File: config.mk
export PLATFORM = sky130hd
export DESIGN_NAME = output_gate
export DESIGN_NICKNAME = d
export VERILOG_FILES = /design/src/rtl/output_gate_pkg.sv /design/src/rtl/output_gate_delay_counter.sv /design/src/rtl/output_gate.sv
export SDC_FILE = /design/constraint.sdc
export NUM_CORES = 1
export LEC_CHECK = 0
export CAP_MARGIN = 20
export CORE_MARGIN = 2
export CORE_UTILIZATION = 45
export CTS_CLUSTER_DIAMETER = 100
export CTS_CLUSTER_SIZE = 12
export DETAILED_ROUTE_END_ITERATION = 10
export HOLD_SLACK_MARGIN = 0.05
export PLACE_DENSITY = 0.82
export SYNTH_ARGS = -nofsm -noshare
export SYNTH_HDL_FRONTEND = slang
export SYNTH_HIERARCHICAL = 1
export SYNTH_SLANG_ARGS = --single-unit
File: constraint.sdc
create_clock -name CLK -period 4.7 [get_ports CLK]
set_input_delay 0.705 -clock CLK [delete_from_list [all_inputs] [get_ports CLK]]
set_output_delay 0.705 -clock CLK [all_outputs]
set_load 0.01 [all_outputs]
File: src/rtl/output_gate_pkg.sv
// -----------------------------------------------------------------------------
// output_gate_pkg
// Shared definitions for the synthesizer output stage:
//   - gate_state_e   : output window state machine encoding
//   - DEF_*          : default delay / width constants
//   - cnt_width()    : width of the start/stop delay counters
// -----------------------------------------------------------------------------
package output_gate_pkg;

  typedef enum logic [1:0] {
    IDLE  = 2'd0,
    ARM   = 2'd1,
    RUN   = 2'd2,
    DRAIN = 2'd3
  } gate_state_e;

  localparam int DEF_DATA_W      = 12;
  localparam int DEF_N_SRC       = 3;
  localparam int DEF_START_DELAY = 27;
  localparam int DEF_STOP_DELAY  = 3;
  localparam int DEF_IDLE_VALUE  = 0;

  // Counter width large enough to hold the larger delay without wrapping.
  function automatic int cnt_width(input int start_delay, input int stop_delay);
    int max_delay;
    int w;
    max_delay = (start_delay > stop_delay) ? start_delay : stop_delay;
    w = $clog2(max_delay + 1);
    return (w < 1) ? 1 : w;
  endfunction

endpackage

File: src/rtl/output_gate_delay_counter.sv
// -----------------------------------------------------------------------------
// delay_counter
// Clearable up-counter that increments while enabled and saturates at LIMIT.
// Ports:
//   clk   in  system clock, rising edge
//   rst_n in  asynchronous active-low reset
//   clr   in  synchronous clear to zero (has priority over en)
//   en    in  count enable
//   done  out high while the count equals LIMIT
// -----------------------------------------------------------------------------
module delay_counter #(
  parameter int W     = 5,
  parameter int LIMIT = 27
) (
  input  logic clk,
  input  logic rst_n,
  input  logic clr,
  input  logic en,
  output logic done
);

  localparam logic [W-1:0] LIM = W'(LIMIT);

  logic [W-1:0] count;

  // Count register: clear wins, then increment until the limit is reached.
  always_ff @(posedge clk or negedge rst_n) begin
    if (!rst_n) begin
      count <= {W{1'b0}};
    end else if (clr) begin
      count <= {W{1'b0}};
    end else if (en && (count != LIM)) begin
      count <= count + W'(1);
    end else begin
      count <= count;
    end
  end

  assign done = (count == LIM);

endmodule

File: src/rtl/output_gate.sv
// -----------------------------------------------------------------------------
// output_gate
// Output stage between the signal generators and the DAC interface. A start
// strobe selects the highest-priority requesting source, waits START_DELAY
// cycles to line up with the generator pipeline, then registers that source's
// sample every cycle. The source's stop strobe drains the window for
// STOP_DELAY cycles before returning to the idle level.
//
// Build option: define OUTPUT_TRISTATE_EN to drive REG_OUT to all-'z' whenever
// OUT_VALID is low (IDLE_VALUE unused); otherwise REG_OUT holds IDLE_VALUE.
//
// Ports:
//   CLK       in  system clock, rising edge
//   RESET_N   in  asynchronous active-low reset
//   DATA_IN   in  packed samples, source i at [i*DATA_W +: DATA_W]
//   START     in  per-source start strobes (index 0 highest priority)
//   STOP      in  per-source stop strobes
//   READY     out high only while idle
//   OUT_VALID out REG_OUT holds a live sample
//   REG_OUT   out registered output sample
//   SRC_SEL   out index of the active source
//   BUSY_ERR  out one-cycle pulse when a start arrives while not idle
// -----------------------------------------------------------------------------
module output_gate
  import output_gate_pkg::*;
#(
  parameter int                DATA_W      = DEF_DATA_W,
  parameter int                N_SRC       = DEF_N_SRC,
  parameter int                START_DELAY = DEF_START_DELAY,
  parameter int                STOP_DELAY  = DEF_STOP_DELAY,
  parameter logic [DATA_W-1:0] IDLE_VALUE  = DATA_W'(DEF_IDLE_VALUE)
) (
  input  logic                                    CLK,
  input  logic                                    RESET_N,
  input  logic [N_SRC*DATA_W-1:0]                 DATA_IN,
  input  logic [N_SRC-1:0]                        START,
  input  logic [N_SRC-1:0]                        STOP,
  output logic                                    READY,
  output logic                                    OUT_VALID,
  output logic [DATA_W-1:0]                       REG_OUT,
  output logic [((N_SRC > 1) ? $clog2(N_SRC) : 1)-1:0] SRC_SEL,
  output logic                                    BUSY_ERR
);

  localparam int SEL_W = (N_SRC > 1) ? $clog2(N_SRC) : 1;
  localparam int CNT_W = cnt_width(START_DELAY, STOP_DELAY);

  gate_state_e       state;
  gate_state_e       next_state;
  logic [SEL_W-1:0]  src_sel;
  logic [SEL_W-1:0]  start_idx;
  logic              any_start;
  logic              accept;
  logic              stop_hit;
  logic              stop_flag;
  logic              start_done;
  logic              stop_done;
  logic              busy_err_next;
  logic              live_next;
  logic [DATA_W-1:0] sel_data;
  logic [DATA_W-1:0] sample;
  logic              ready_q;
  logic              valid_q;
  logic              busy_err_q;

  assign any_start = |START;
  assign sel_data  = DATA_IN[int'(src_sel)*DATA_W +: DATA_W];

  // Priority encoder: lowest set START bit wins (scan downward so it lands last).
  always_comb begin
    start_idx = {SEL_W{1'b0}};
    for (int i = N_SRC - 1; i >= 0; i--) begin
      if (START[i]) begin
        start_idx = SEL_W'(i);
      end else begin
        start_idx = start_idx;
      end
    end
  end

  delay_counter #(
    .W    (CNT_W),
    .LIMIT(START_DELAY)
  ) u_start_cnt (
    .clk  (CLK),
    .rst_n(RESET_N),
    .clr  (accept),
    .en   (state == ARM),
    .done (start_done)
  );

  // Stop count starts at the first captured stop and keeps running (saturating)
  // through ARM, RUN and DRAIN.
  delay_counter #(
    .W    (CNT_W),
    .LIMIT(STOP_DELAY)
  ) u_stop_cnt (
    .clk  (CLK),
    .rst_n(RESET_N),
    .clr  (stop_hit),
    .en   (stop_flag),
    .done (stop_done)
  );

  // Next-state logic plus the per-edge strobes derived from it.
  always_comb begin
    next_state    = state;
    accept        = 1'b0;
    stop_hit      = 1'b0;
    busy_err_next = 1'b0;
    case (state)
      IDLE: begin
        if (any_start) begin
          accept     = 1'b1;
          next_state = ARM;
        end else begin
          next_state = IDLE;
        end
      end
      ARM: begin
        busy_err_next = any_start;
        stop_hit      = STOP[src_sel] && !stop_flag;
        if (start_done) begin
          // A stop that already ran out during ARM means the window is empty.
          if (stop_flag && stop_done) begin
            next_state = IDLE;
          end else begin
            next_state = RUN;
          end
        end else begin
          next_state = ARM;
        end
      end
      RUN: begin
        busy_err_next = any_start;
        stop_hit      = STOP[src_sel] && !stop_flag;
        // stop_flag set on entry means the stop arrived in ARM; its count may
        // already be exhausted after the single RUN sample.
        if (stop_flag && stop_done) begin
          next_state = IDLE;
        end else if (stop_flag || stop_hit) begin
          next_state = DRAIN;
        end else begin
          next_state = RUN;
        end
      end
      DRAIN: begin
        busy_err_next = any_start;
        if (stop_done) begin
          next_state = IDLE;
        end else begin
          next_state = DRAIN;
        end
      end
      default: begin
        next_state = IDLE;
      end
    endcase
  end

  assign live_next = (next_state == RUN) || (next_state == DRAIN);

  // State register.
  always_ff @(posedge CLK or negedge RESET_N) begin
    if (!RESET_N) begin
      state <= IDLE;
    end else begin
      state <= next_state;
    end
  end

  // Stop flag: cleared on a new window, set by the first accepted stop.
  always_ff @(posedge CLK or negedge RESET_N) begin
    if (!RESET_N) begin
      stop_flag <= 1'b0;
    end else if (accept) begin
      stop_flag <= 1'b0;
    end else if (stop_hit) begin
      stop_flag <= 1'b1;
    end else begin
      stop_flag <= stop_flag;
    end
  end

  // Source select latch, updated only when a window is accepted.
  always_ff @(posedge CLK or negedge RESET_N) begin
    if (!RESET_N) begin
      src_sel <= {SEL_W{1'b0}};
    end else if (accept) begin
      src_sel <= start_idx;
    end else begin
      src_sel <= src_sel;
    end
  end

  // Output registers, all loaded from next-state so they line up with the state.
  always_ff @(posedge CLK or negedge RESET_N) begin
    if (!RESET_N) begin
      ready_q    <= 1'b1;
      valid_q    <= 1'b0;
      busy_err_q <= 1'b0;
`ifdef OUTPUT_TRISTATE_EN
      sample     <= {DATA_W{1'b0}};
`else
      sample     <= IDLE_VALUE;
`endif
    end else begin
      ready_q    <= (next_state == IDLE);
      valid_q    <= live_next;
      busy_err_q <= busy_err_next;
      if (live_next) begin
        sample <= sel_data;
      end else begin
`ifdef OUTPUT_TRISTATE_EN
        sample <= {DATA_W{1'b0}};
`else
        sample <= IDLE_VALUE;
`endif
      end
    end
  end

  assign READY     = ready_q;
  assign OUT_VALID = valid_q;
  assign BUSY_ERR  = busy_err_q;
  assign SRC_SEL   = src_sel;

`ifdef OUTPUT_TRISTATE_EN
  assign REG_OUT = valid_q ? sample : {DATA_W{1'bz}};
`else
  assign REG_OUT = sample;
`endif

endmodule

==> qor.txt <==
unrepaired setup endpoints after global routing: false
initial antenna violation count: 0
Crit Path Class: flop to primary output
Period minus WS final: 2.58 ns
Final Hold Viols: 0
n_diodes: 0
Reg-to-Reg End: u_stop_cnt/count[0]
Area after DPL: 2220 µm²
Routability Congestion: 0.722
max-cap check violation count: 0
I/O pin count: 61
Ys Warns: 6
peak supply drop: 234 µV
run status: completed
Worst-path clk slew: 0.09 ns
Buf+Inv Stages, Crit Path: 1
mux share of post-synthesis cell area: 10.4%
CP top delay family: flip-flops
hold path cells: 2
slowest library cell on the worst path: dfrtp_1
synth-to-layout area growth: 44.5%
Worst Tran Pin Value: 0.787 ns
routed vias: 1,347
cell count of the worst reg-to-reg path: 6
total CTS buffers: 5
final instance area: 2290 µm²
clk buf depth: 2
Avg WL per Cell: 12.6 µm
DRC violation count after routing: 0
Simple-Gate Fraction of Synth Area: 19.3%
Worst Path Max Fanout: 16
cells after synthesis: 160
post-synthesis sequential area ratio: 47.4%
Post-Route Setup TNS: 0 ns
Synth Area in Compound Gates: 10.8%
CTS tree: built
number of global-route vias before repair: 1,375
Cell Chain, Critical Path: clkdlybuf4s50_1
Hold WC Path Type: flop to flop
hpwl dp: 2550 µm
Rows: 21
total track usage: 19.4%
Yosys reg bits: 30
core area: 3360 µm²
PnR worst setup slack: 2.12 ns
DP Worst Slack: 2.18 ns
synthesized area per cell: 9.91 µm²
critical path required time: 3.99 ns
Post-Syn Area: 1590 µm²
Synth Area in XOR/XNOR: 2.21%
RR Startpoint: SRC_SEL[1]
WP data arrival: 1.87 ns
max-slew violations: 0
GRT overflow: 0
R2R setup slack: 2.36 ns
# Post-CTS Setup Buffers: 0
post-detailed-route count of antenna-violating nets: 0
slew margin rel.: 47.5%
Syn Nets: 211
Worst Hold Slack: 0.560 ns
Worst Skew: 0.00726 ns
Die Ht: 63.4 µm
largest net degree at the start of global routing: 31
Max stage delay on crit path: 0.86 ns
Clock Latency Late Sink: 0.33 ns
most frequent cells in the layout: clkdlybuf4s50_1, nor2_1, dfrtp_1
Final setup violation count: 0
FMAX: 0.388 GHz
Post-CTS Hold Buffers: 0
drt total wl: 3390 µm
H-tree Lvls: 2
Hold Path Sink: u_start_cnt/count[4]
first-pass GRT wire length: 5870 µm
clk root buf: clkbuf_4
clock sink total: 30
main combinational cell family by area after synthesis: simple AND/OR/NAND/NOR gates
post-DR vias/cell: 4.99
cts repair resizes: 0
leakage power: 1.05 nW
Synth Area in Adders: 5.52%
Initial Util: 47.1%
DRT Pass-1 Iters: 4
Die Width: 63.4 µm
hold_sp: u_start_cnt/count[4]
crit start category: flop
First DRT Iteration DRCs: 93
die area: 4010 µm²
Power Density: 459 nW/µm²
Net count, final: 274
Layout fillers: 294
period utilization: 54.8%
layout cell share with drive strength beyond 1: 6.25%
Crit. End Element: primary output
IO Port Bufs: 60
most common cell after layout, fill and taps aside: clkdlybuf4s50_1
fin util: 68.1%
post-synth cell types: 31
[sequential cells by signal, indices dropped and copies added (netlist names)]
name               flops
u_start_cnt/count      5
state                  2
OUT_VALID              1
BUSY_ERR               1
stop_flag              1
u_stop_cnt/count       5
READY                  1
REG_OUT               12
SRC_SEL                2
[cell families after synthesis]
family                     Yosys count
DFF                                 30
muxes                               16
and+or+nand+nor                     60
adders and majority gates            7
AOI/OAI and AO/OA                   29
buffers and inverters               14
xor gates and xnor gates             4
[synthesized netlist by cell type]
master / instances / area [µm²]
mux2i_1: 15 / 150
and4b_4: 1 / 13.8
nor4b_4: 1 / 23.8
nand2b_1: 6 / 37.5
buf_4: 2 / 15.0
or3_1: 2 / 12.5
nor2b_1: 2 / 12.5
a32o_1: 1 / 10.0
nand2_1: 7 / 26.3
nor2b_2: 2 / 17.5
buf_2: 1 / 5.00
dfstp_2: 1 / 26.3
or4_1: 1 / 7.51
o22ai_1: 1 / 6.26
a211oi_1: 1 / 7.51
nand4_1: 4 / 25.0
o211a_1: 1 / 10.0
clkbuf_1: 1 / 3.75
buf_6: 1 / 11.3
o2bb2ai_1: 1 / 8.76
nor2_1: 33 / 124
mux2_4: 1 / 15.0
a21oi_1: 17 / 85.1
nor3_1: 1 / 5.00
xor2_1: 4 / 35.0
o21a_1: 2 / 15.0
a21oi_2: 1 / 8.76
o21ai_0: 4 / 20.0
inv_1: 9 / 33.8
dfrtp_1: 29 / 726
ha_1: 7 / 87.6
[cell type report]
cell class	instances	area [µm²]	area share (%)
clock buffers	7	45.0	1.97
clock inverters	1	30.0	1.31
inverters	9	33.8	1.47
multi-input cells	116	764	33.4
flip-flops and latches	30	752	32.8
well taps	46	57.6	2.51
repair buffers	61	608	26.5
[power by group]
part	total (mW)	internal [mW]	switching (mW)
logic	0.426	0.236	0.190
registers	0.428	0.327	0.101
clock network	0.198	0.113	0.0849
[metal layers]
layer,wire length (µm),track usage [%]
met2,1700,32.4
met4,49,9.78
met3,292,8.39
met5,0,0
met1,1350,20.7
[worst max-delay path by stage]
stage                           from                    to  slack, ns  cells past startpoint
after global placement      START[1]  u_start_cnt/count[0]       2.28                      5
after CTS                 SRC_SEL[1]            SRC_SEL[1]       2.08                      1
after detailed placement    START[1]  u_start_cnt/count[0]       2.18                      5
final                     SRC_SEL[1]            SRC_SEL[1]       2.12                      1
after floorplan             START[2]  u_start_cnt/count[0]       2.91                      4
after global routing      SRC_SEL[1]            SRC_SEL[1]       2.05                      1
[per-stage QoR]
stage                     std cells  total power [mW]
after floorplan                 160             0.724
after global placement          262             0.848
after detailed placement        262             0.860
after CTS                       270              1.06
after global routing            270              1.14
final                           270              1.05
(Power assumes the default switching activity.)
